<file path="src/rtl/afe_sync_sequencer.sv">
// afe_sync_sequencer: drives the AFE sync pin. After enable it issues one
// delayed initial sync, then serves level resync requests round-robin.
// Each pulse is pre-delayed by `delay` cycles, lasts max(pulse_len,1) cycles
// and is followed by HOLDOFF low cycles before the next grant.
// Optional feature macro: AFE_SYNC_AUTO_RESYNC_EN (periodic automatic resync
// after RESYNC_PERIOD idle cycles in READY).
module afe_sync_sequencer #(
  parameter int NUM_REQ       = 4,
  parameter int CNT_W         = 20,
  parameter int PLEN_W        = 4,
  parameter int HOLDOFF       = 16,
  parameter int RESYNC_PERIOD = 1000000
) (
  input  logic               clk,
  input  logic               reset_n,
  input  logic               enable,
  input  logic [CNT_W-1:0]   delay,
  input  logic [PLEN_W-1:0]  pulse_len,
  input  logic [NUM_REQ-1:0] req,
  output logic [NUM_REQ-1:0] grant,
  output logic [NUM_REQ-1:0] done,
  output logic               sync,
  output logic               busy,
  output logic               locked
);

  localparam int PTR_W = $clog2(NUM_REQ);
  localparam int HO_W  = (HOLDOFF < 1) ? 1 : $clog2(HOLDOFF + 1);
`ifdef AFE_SYNC_AUTO_RESYNC_EN
  localparam int TMR_W = (RESYNC_PERIOD < 2) ? 1 : $clog2(RESYNC_PERIOD);
`else
  localparam int unused_resync_period = RESYNC_PERIOD;
`endif

  typedef enum logic [2:0] {
    S_IDLE,
    S_WAIT,
    S_PULSE,
    S_GAP,
    S_READY
  } state_t;

  state_t             state;
  logic [CNT_W-1:0]   cnt;
  logic [PLEN_W-1:0]  pcnt;
  logic [HO_W-1:0]    gcnt;
  logic [PTR_W-1:0]   ptr;
  logic [PTR_W-1:0]   pick_idx;
  logic [PTR_W-1:0]   next_ptr;
  logic [PTR_W-1:0]   scan_idx;
  logic               pick_vld;
  logic               en_q;
`ifdef AFE_SYNC_AUTO_RESYNC_EN
  logic [TMR_W-1:0]   tmr;
`endif

  // Round-robin scan: walk from the highest offset down so the set bit
  // nearest to (at or after) the pointer is the one left standing.
  always_comb begin
    pick_vld = 1'b0;
    pick_idx = '0;
    scan_idx = '0;
    for (int k = NUM_REQ - 1; k >= 0; k--) begin
      scan_idx = PTR_W'((int'(ptr) + k) % NUM_REQ);
      if (req[scan_idx]) begin
        pick_vld = 1'b1;
        pick_idx = scan_idx;
      end
    end
  end

  assign next_ptr = (pick_idx == PTR_W'(NUM_REQ - 1)) ? '0 : pick_idx + 1'b1;

  // Enable history: the initial sequence starts only once enable has been
  // seen high on a previous edge, giving the delay+2 edge initial latency.
  always_ff @(posedge clk or negedge reset_n) begin
    if (!reset_n) begin
      en_q <= 1'b0;
    end else begin
      en_q <= enable;
    end
  end

  // Sequencer FSM with registered sync/grant/done/busy/locked outputs.
  always_ff @(posedge clk or negedge reset_n) begin
    if (!reset_n) begin
      state  <= S_IDLE;
      cnt    <= '0;
      pcnt   <= '0;
      gcnt   <= '0;
      ptr    <= '0;
      sync   <= 1'b0;
      grant  <= '0;
      done   <= '0;
      busy   <= 1'b0;
      locked <= 1'b0;
`ifdef AFE_SYNC_AUTO_RESYNC_EN
      tmr    <= '0;
`endif
    end else begin
      done <= '0;
      if (!enable) begin
        // Abort: drop everything except the arbitration pointer.
        state  <= S_IDLE;
        cnt    <= '0;
        pcnt   <= '0;
        gcnt   <= '0;
        sync   <= 1'b0;
        grant  <= '0;
        busy   <= 1'b0;
        locked <= 1'b0;
      end else begin
        case (state)
          S_IDLE: begin
            if (en_q) begin
              cnt   <= delay;
              busy  <= 1'b1;
              state <= S_WAIT;
            end
          end
          S_WAIT: begin
            if (cnt == '0) begin
              pcnt  <= (pulse_len == '0) ? PLEN_W'(1) : pulse_len;
              sync  <= 1'b1;
              state <= S_PULSE;
            end else begin
              cnt <= cnt - 1'b1;
            end
          end
          S_PULSE: begin
            if (pcnt <= PLEN_W'(1)) begin
              sync   <= 1'b0;
              done   <= grant;
              locked <= 1'b1;
              if (HOLDOFF == 0) begin
                busy  <= 1'b0;
                grant <= '0;
                state <= S_READY;
`ifdef AFE_SYNC_AUTO_RESYNC_EN
                tmr   <= TMR_W'(RESYNC_PERIOD - 1);
`endif
              end else begin
                gcnt  <= HO_W'(HOLDOFF);
                state <= S_GAP;
              end
            end else begin
              pcnt <= pcnt - 1'b1;
            end
          end
          S_GAP: begin
            if (gcnt <= HO_W'(1)) begin
              busy  <= 1'b0;
              grant <= '0;
              state <= S_READY;
`ifdef AFE_SYNC_AUTO_RESYNC_EN
              tmr   <= TMR_W'(RESYNC_PERIOD - 1);
`endif
            end else begin
              gcnt <= gcnt - 1'b1;
            end
          end
          S_READY: begin
            if (pick_vld) begin
              grant <= NUM_REQ'(1) << pick_idx;
              ptr   <= next_ptr;
              cnt   <= delay;
              busy  <= 1'b1;
              state <= S_WAIT;
            end
`ifdef AFE_SYNC_AUTO_RESYNC_EN
            else if (tmr == '0) begin
              // Automatic resync: ownerless, so grant and done stay 0.
              cnt   <= delay;
              busy  <= 1'b1;
              state <= S_WAIT;
            end else begin
              tmr <= tmr - 1'b1;
            end
`endif
          end
          default: state <= S_IDLE;
        endcase
      end
    end
  end

endmodule
</file>
<file path="config.mk">
export PLATFORM = sky130hd
export DESIGN_NAME = afe_sync_sequencer
export DESIGN_NICKNAME = d
export VERILOG_FILES = /design/src/rtl/afe_sync_sequencer.sv
export SDC_FILE = /design/constraint.sdc
export NUM_CORES = 1
export LEC_CHECK = 0
export ABC_AREA = 1
export BUFFER_PORTS_ARGS = -buffer_cell sky130_fd_sc_hd__clkbuf_2
export CORE_ASPECT_RATIO = 0.7
export CORE_UTILIZATION = 40
export DETAILED_ROUTE_END_ITERATION = 8
export GPL_ROUTABILITY_DRIVEN = 0
export SYNTH_ARGS = -nofsm -noshare
export SYNTH_HDL_FRONTEND = slang
export SYNTH_SLANG_ARGS = --single-unit
export TNS_END_PERCENT = 20
</file>
<file path="constraint.sdc">
create_clock -name clk -period 5.1 [get_ports clk]
set_input_delay 1.02 -clock clk [delete_from_list [all_inputs] [get_ports clk]]
set_output_delay 1.02 -clock clk [all_outputs]
set_load 0.01 [all_outputs]
</file>
==> run summary <==
Pin count of the biggest net entering global routing = 47
Crit path time final = 2.57 ns
Unrepaired setup endpoints after global routing = no
Sequential cell area fraction in the yosys report = 0.353
Max-slew headroom = 0.589
Antenna cells = 0
Largest family of logic cells by synthesized area = simple AND/OR/NAND/NOR gates
Most common cell after layout, fill and taps aside = nand2_1
Initial Util = 0.415
Worst R2R Setup Slack = 2.96 ns
DRT iter0 DRCs = 165
Setup Crit Path Kind = input pin to register
Reg clk slew, reported paths = 0.06 ns
WHS = 0.489 ns
Startpoint types = input pin
Status = finished clean
DRT Pass-1 Iters = 4
Wirelength per Cell = 12.2 µm
Total gr overflow = 0
Vias in the first global route = 2675
IO Count = 42
Leak = 1.93 nW
First-pass GRT wire length = 12600 µm
Worst reg2reg startpoint = state[2]
Slew @ Worst Pin = 0.614 ns
Synth Cell Area = 3260 µm²
Max Clk Rate = 0.389 GHz
Nets = 546
Hold depth = 2
Worst Path Max Fanout = 34
Pwr dens = 589 nW/µm²
Htree depth = 2
HP Class = register to register
Critical Path, Cell by Cell = clkbuf_2, inv_2, nor2_4, inv_2, nor2_1, nor2_1, nand2_4, inv_2, nand2_1, nand2_1
Die X = 110 µm
Total chip power = 2.14 mW
Predominant post-synthesis flop cell = dfrtp_1
Synth Area in Adders = 0.0383
Routed WL = 7410 µm
Clk root buf = clkbuf_16
Post-CTS Setup Inserts = 0
Critical Path Max Stage Delay = 0.40 ns
Post-route cell area = 3640 µm²
Rows = 27
Worst-Skew Late Latency = 0.29 ns
Max VDD drop = 0.211 mV
CTS Buf Count = 5
Reg2reg path depth = 10
Slowest CP cell = nor2_4
Worst reg2reg endpoint = cnt[17]
Post-synthesis compound-gate area fraction = 0.130
Final Hold Fails = 0
Mapped Avg Cell Area = 7.04 µm²
DRC = 0
Max Root-Sink Buffers = 2
Final setup violation count = 0
Tcrit/Tclk final = 0.504
Port bufs = 41
CTS sink count = 46
Crit path capture type = register
Cts hold-fix bufs = 0
Post-DP HPWL = 5580 µm
Synth Register Bits = 46
Worst endpoint data arrival time = 2.75 ns
Post-synth EDFFs = 0
Gr usage total = 0.190
Die Span Y = 77.6 µm
Pins Over Slew Limit = 0
Area growth, synth to finish = 11.5%
Syn_nets = 505
Setup crit start = enable
Vias = 2912
Most frequent cells in the layout = nand2_1, nor2_1, inv_1, dfrtp_1, clkbuf_2
Core box area = 7870 µm²
Post-synth cell types = 34
Critical path required time = 5.28 ns
Post-synthesis mux area share = 0
Number of antenna violations at the first check in global routing = 0
Fin Clk Skew = 0.00626 ns
Die Footprint = 8530 µm²
Via/cell ratio = 4.81
Crit path top cell by count = inv_2
Worst Setup EP = cnt[17]
Layout cells sized above 1 = 0.180
Share of synthesized registers carrying an async set or reset = 1.00
FILL cells = 828
Synth Area in XOR/XNOR = 0.0215
Maximum Capacitance Violations = 0
Placed cell areas = 3510 µm²
PostCTS Resize Cnt = 0
Warnings from Yosys = 0
Synth Area in Simple Gates = 0.365
Antenna-violating nets left = 0
Final TNS setup = 0 ns
CTS tree = done
Syn Inst Count = 464
-- stage by stage --
step	cells	util	setup WS, ns
final	606	0.463	2.53
after global routing	606	0.463	2.34
after CTS	606	0.463	2.52
after detailed placement	599	0.446	2.20
after global placement	599	0.446	2.29
after floorplan	464	-	2.86
-- cell type report --
| class | instances | area (µm²) | area share |
|---|---|---|---|
| inverter | 54 | 210 | 0.0577 |
| multi-input combinational | 356 | 1810 | 0.497 |
| sequential | 46 | 1150 | 0.316 |
| tap | 101 | 126 | 0.0347 |
| timing repair buffer | 42 | 213 | 0.0584 |
| clock buffer | 7 | 133 | 0.0364 |
-- where the power goes --
group          internal (mW)  total [mW]  switching [mW]
sequential             0.489       0.633           0.144
combinational          0.409        1.20           0.789
clock                  0.180       0.313           0.133
-- cell usage after synthesis (2+ instances only) --
library cell  number  area (µm²)
nor3_1             2        10.0
o21ai_0           25         125
o211ai_1           2        15.0
xnor2_1            2        17.5
buf_12             3        60.1
ha_1              10         125
xor2_1             6        52.6
or2_2              3        18.8
inv_2              5        18.8
nand4_1            3        18.8
inv_1             48         180
nor2_1            53         199
a22oi_1            6        45.0
buf_4              2        15.0
o21ai_2           13         114
dfrtp_1           46        1150
nor2_4             4        45.0
o21bai_1           2        15.0
nand3_1           29         145
a21oi_1           10        50.1
nand3b_1           5        37.5
nand2_2           15        93.8
nand2_1          153         574
a21boi_0           7        52.6
-- flip-flops by register name, summed over array words and instances, names as in the netlist, 2 cells and up --
register  flops
done          4
pcnt          4
ptr           2
grant         4
cnt          20
gcnt          5
state         3
-- logic make-up after synthesis --
| kind of cell | after synthesis |
|---|---|
| simple gates | 272 |
| buf+inv | 62 |
| compound gates | 66 |
| xor+xnor | 8 |
| fa+ha+maj | 10 |
| flops | 46 |
-- critical path, delay by kind of cell --
| family | cells | cell delay (ns) |
|---|---|---|
| and+or+nand+nor | 6 | 1.11 |
| buffers and inverters | 4 | 0.62 |
-- how the worst min path moves through the flow --
stage / to / start / slack [ns]
after CTS: cnt[1] / cnt[1] / 0.49
after detailed placement: cnt[1] / cnt[1] / 0.47
after global routing: locked / locked / 0.51
final: pcnt[3] / pcnt[3] / 0.49
after global placement: pcnt[3] / pcnt[3] / 0.47
after floorplan: pcnt[1] / pcnt[1] / 0.45
-- per-layer routing --
layer,global-route usage,up-vias,wire [µm]
li1,-,1553,-
met5,0,-,0
met3,0.0361,2,318
met4,0.0507,0,24
met1,0.306,1300,4320
met2,0.249,57,2750
No activity file was read; power rests on OpenSTA's default activity.
